## src/rtl/tt_pkg.sv

```systemverilog
// tt_pkg: shared definitions for the truth-table equivalence checker.
//   tt_state_e          - sweep FSM states
//   N_IN_DEFAULT        - default number of inputs swept (legal 1..6)
//   SETTLE_CYC_DEFAULT  - default hold cycles per vector (legal 1..15)
//   SETTLE_W            - settle counter width, wide enough for 15 cycles
package tt_pkg;

    typedef enum logic [1:0] {
        ST_IDLE   = 2'd0,
        ST_SETTLE = 2'd1,
        ST_SAMPLE = 2'd2,
        ST_DONE   = 2'd3
    } tt_state_e;

    localparam int N_IN_DEFAULT       = 2;
    localparam int SETTLE_CYC_DEFAULT = 1;
    localparam int SETTLE_W           = 4;

endpackage

```

## src/rtl/tt_vec_seq.sv

```systemverilog
// tt_vec_seq: stimulus vector counter and per-vector settle timer.
//   clk, rst   - clock, synchronous active-high reset
//   launch     - new sweep accepted: vec and settle counter to 0
//   settling   - FSM is in SETTLE: advance the settle counter
//   advance    - FSM is in SAMPLE and more vectors remain: next vec
//   vec        - current stimulus vector
//   sample_en  - final SETTLE cycle; the FSM moves to SAMPLE on the next edge
//   last_vec   - vec is the all-ones (final) vector
module tt_vec_seq import tt_pkg::*; #(
    parameter int N_IN       = N_IN_DEFAULT,
    parameter int SETTLE_CYC = SETTLE_CYC_DEFAULT
) (
    input  logic            clk,
    input  logic            rst,
    input  logic            launch,
    input  logic            settling,
    input  logic            advance,
    output logic [N_IN-1:0] vec,
    output logic            sample_en,
    output logic            last_vec
);

    logic [SETTLE_W-1:0] settle_cnt;

    always_ff @(posedge clk) begin
        if (rst) begin
            vec        <= '0;
            settle_cnt <= '0;
        end else if (launch) begin
            vec        <= '0;
            settle_cnt <= '0;
        end else if (advance) begin
            vec        <= vec + N_IN'(1);
            settle_cnt <= '0;
        end else if (settling) begin
            settle_cnt <= settle_cnt + SETTLE_W'(1);
        end
    end

    // The counter is 0 on the first SETTLE cycle, so the last of the
    // SETTLE_CYC hold cycles is the one where it reads SETTLE_CYC-1.
    assign sample_en = settling && (settle_cnt == SETTLE_W'(SETTLE_CYC - 1));

    // vec stops at all-ones: the FSM goes to DONE instead of advancing,
    // so it never wraps within a sweep.
    assign last_vec  = (vec == {N_IN{1'b1}});

endmodule

```

## config.mk

```make
export PLATFORM = sky130hd
export DESIGN_NAME = tt_vec_seq
export DESIGN_NICKNAME = d
export VERILOG_FILES = /design/src/rtl/tt_pkg.sv /design/src/rtl/tt_vec_seq.sv
export SDC_FILE = /design/constraint.sdc
export NUM_CORES = 1
export LEC_CHECK = 0
export BUFFER_PORTS_ARGS = -buffer_cell sky130_fd_sc_hd__buf_2
export CORE_AREA = 2 2 39 41
export CTS_CLUSTER_SIZE = 12
export DETAILED_ROUTE_END_ITERATION = 10
export DIE_AREA = 0 0 41 43
export PLACE_DENSITY_LB_ADDON = 0.05
export SLEW_MARGIN = 20
export SYNTH_ARGS = -nofsm -noshare
export SYNTH_HDL_FRONTEND = slang
export SYNTH_SLANG_ARGS = --single-unit
export TNS_END_PERCENT = 50
```

## constraint.sdc

```tcl
create_clock -name clk -period 1.1 [get_ports clk]
set_input_delay 0.055 -clock clk [delete_from_list [all_inputs] [get_ports clk]]
set_output_delay 0.055 -clock clk [all_outputs]
set_load 0.05 [all_outputs]
```

Word level (Yosys, flattened, before mapping) --
Cells that the tools add are included. Widths: inputs -> output; s select.
Operators by class: add/subtract/negate cells 2, equality and inequality tests 1, reductions and logical operators 4
Operator list (count):
- $add 4x1->4 const B | 1
- $logic_not 4->1 | 1
- $reduce_or 3->1 | 1
- $add 2x1->2 const B | 1
- $eq 2x2->1 const B | 1
- $reduce_or 2->1 | 1
- $logic_and 1x1->1 | 1
Word-level totals: bits in registers 6, bits of input ports 5, output and inout port bits 4, logic and storage cells 9

Depth between registers and ports, before layout --
depth in word-level cells 2, depth in mapped cells 4

Least setup slack after synthesis --
OpenSTA, ideal clock, no wires.
kind register to output, from reg settle_cnt[0], to out sample_en, data arrival time 2.042 ns, path slack -0.997 ns, stages on the path, launching flop included 4, path buffers 0, cell sequence dfxtp_1 > inv_1 > ha_1 > nor4bb_1
Between the ends: cells in the longest elaborated chain, start to end 2
Ends and longest elaborated chain:
- start, declared | line tt_vec_seq.sv:23 | logic [SETTLE_W-1:0] settle_cnt;
- start signal, assigned | line tt_vec_seq.sv:36 | settle_cnt <= settle_cnt + SETTLE_W'(1);
- $logic_not 4->1 | line tt_vec_seq.sv:42 | assign sample_en = settling && (settle_cnt == SETTLE_W'(SETTLE_CYC - 1));
- $logic_and 1x1->1 | line tt_vec_seq.sv:42
- end, declared | line tt_vec_seq.sv:19 | output logic sample_en,
No other way between the ends.

Final worst setup path --
from reg settle_cnt[1], to out sample_en
The elaborated chain is that of the path after synthesis.

==> impl_metrics.ini <==
[route]
first_pass_iters = 2
detail_route.wl_per_cell_um = 11.8
detail_route.iter0.violations = 2
routed-via-count = 256
drt_wl_total_um = 675
ratio_of_routed_vias_to_standard_cells = 4.49
drc_errors = 0
drtAntennaViolNets = 0

[timing]
rsz0062_at_grt = true
timing.slew.headroom = 0.836
clock_skew_ps = 6.09
fin_ws_ps = -83.9
post-route-min-period_ps = 1180
report.final.slew_viol_count = 0
fraction_of_the_cycle_the_final_worst_path_needs = 1.08
setup_viol_count_final = 1
clock.fmax_mhz = 845
timing_worst_slew_pin_value_ps = 248
hold_violations = 0

[worst_setup_path]
worst_path_max_delay_cell = sky130_fd_sc_hd__dfxtp_2
timing.critical_path.cells = inv_2 -> ha_4 -> nor4bb_4 -> buf_6
worst_path_dominant_cell_family = flip-flops
critical_path.startpoint_type = flip-flop
crit_path_end_kind = output pin
ff2ff_setup_slack_ps = 60
crit_type = flip-flop to output pin
critical_path.reg2reg.startpoint = settle_cnt[0]
crit_path_max_incr_delay_ps = 320
worst-path-buf-inv = 2
worstRegToRegCells = 4
cp_data_required_time_ps = 1040
critical_path.max_fanout = 2
timing.critical_path.arrival_ps = 1130
timing.rr.end = settle_cnt[2]
critical_path_depth = 4

[clock_tree]
cts_made_buffers = 3
tritoncts_num_sinks = 6
clockBufferDepth = 2
cts.reportedPaths.clkPinSlew_ps = 50
clkLatencyLatePin_ps = 240
number_of_hold_buffers_added_after_cts = 0
cts_tree = built
cts_htree_levels = 1
clock_tree.root_cell = sky130_fd_sc_hd__clkbuf_4

[final_layout]
syn_to_final_growth_pct = 44.7
ff_latch_area_um2 = 125
layout.cells.most_common = sky130_fd_sc_hd__buf_2
multi_input_comb_area_um2 = 203
drive_above_1_share = 0.634
design_area_um2 = 442
antenna_cells_inserted = 0
postLayoutCoreUtil = 0.319
commonest_non_fill_non_tap_cells_in_the_layout = sky130_fd_sc_hd__buf_2, sky130_fd_sc_hd__clkbuf_4, sky130_fd_sc_hd__dfxtp_2
final_nets = 51
nFillCells = 148

[grt]
vias_in_the_first_global_route = 232
overflow = 0
pin_count_of_the_biggest_net_entering_global_routing = 7
antenna_found_initial = 0
track_usage = 0.0904
grt_pass1_wl_um = 924

[pwr]
power_density_nw_per_um2 = 1130
switching_part_of_the_total_power = 0.246
seq_power_share = 0.452
power.clock.fraction = 0.402
switching_power_w = 0.000123
power_report.internal_total_w = 0.000377
vdd_drop_max_v = 0.000440
power.leakage_nw = 0.185
total_power_w = 0.000500
power.share.combinational = 0.146

[logic_synthesis]
synth.cell_area_um2 = 305
synth_enable_flop_cells = 0
async_reset_ff_frac = 0
syn_avg_cell_area_um2 = 10.5
synth-seq-cells = 6
seq_area_frac_synth = 0.393
postSynthCellCount = 29
yosysUniqueCellTypes = 17
synth_warnings = 0
synth_net_count = 37
ys.flop_type = sky130_fd_sc_hd__dfxtp_1

[floorplanning]
ports = 9
die_h_um = 43
rows = 14
die_area_um2 = 1760
design.core.area_um2 = 1380
die-width_um = 41
initial_core_util = 0.221

[place]
port_buffers = 8
routabilityCongestion = 0.647
postPlaceCellArea_um2 = 395
hpwlAfterDp_um = 528

[hold_path]
timing.hold.worst_path_depth = 2
min-delay-start = rst
end_point_of_the_most_critical_hold_path = vec[0]
timing.hold.worst.class = input pin to flip-flop

[flow_run]
max_capacitance_violation_count = 0

[run_status]
outcome = finished, violations left
failed_checks = setup timing
==> repair_timing <==
item	in CTS	in global routing
setup buffers	0	0
resized for setup	2	7
pin swaps	1	1
endpoints found under the setup margin	1	2
gates cloned	0	0
==> cell usage after synthesis (2+ instances only) <==
master | instances | area (µm²)
sky130_fd_sc_hd__dfxtp_1 | 6 | 120
sky130_fd_sc_hd__ha_1 | 3 | 37.5
sky130_fd_sc_hd__inv_1 | 2 | 7.51
sky130_fd_sc_hd__mux2i_1 | 2 | 20.0
sky130_fd_sc_hd__nor2_1 | 2 | 7.51
sky130_fd_sc_hd__nor3_1 | 2 | 10.0
sky130_fd_sc_hd__xnor2_1 | 2 | 17.5
==> power by group through the flow <==
stage / clock (W) / sequential (W) / combinational (W)
floorplan: 0 / 0.000239 / 0.0000355
CTS: 0.000217 / 0.000225 / 0.0000724
detailed placement: 0 / 0.000230 / 0.0000681
global placement: 0 / 0.000229 / 0.0000662
finish: 0.000201 / 0.000226 / 0.0000730
global route: 0.000229 / 0.000226 / 0.0000785
==> kinds of logic after synthesis <==
| family | share of synthesized area |
|---|---|
| AOI/OAI and AO/OA | 0.0615 |
| xor gates and xnor gates | 0.0574 |
| adders and majority gates | 0.123 |
| buffers and inverters | 0.0410 |
| DFF | 0.393 |
| muxes | 0.102 |
| and+or+nand+nor | 0.221 |
==> per-layer routing <==
layer  GRT usage  part of all wire
met3      0.0471             0.089
met5           0                 0
met2       0.125              0.52
met1      0.0836              0.39
met4       0.100                 0
==> worst max-delay path by stage <==
stage                     end  slack, ps     startpoint
floorplan           sample_en       -140  settle_cnt[0]
global placement    sample_en          3  settle_cnt[0]
detailed placement  sample_en          5  settle_cnt[0]
CTS                 sample_en       -100  settle_cnt[0]
global route        sample_en       -170  settle_cnt[1]
finish              sample_en        -80  settle_cnt[1]
==> through the flow <==
step	std cells	worst slack [ps]	hold WS (ps)	TNS [ps]
finish	57	-83.9	42.3	-83.9
global route	57	-166	35.8	-166
CTS	57	-105	31.8	-105
detailed placement	54	5.02	293	0
global placement	54	2.52	279	0
floorplan	29	-137	124	-137
==> state kept, by name (all words and copies together) (netlist names) <==
signal      flops
vec             2
settle_cnt      4
==> layout make-up <==
class,count,area share
clock buffers,3,0.0510
multi-input cells,20,0.459
flip-flops and latches,6,0.283
repair buffers,10,0.144
inverters,2,0.0170
well taps,16,0.0453
(Power assumes the default switching activity.)
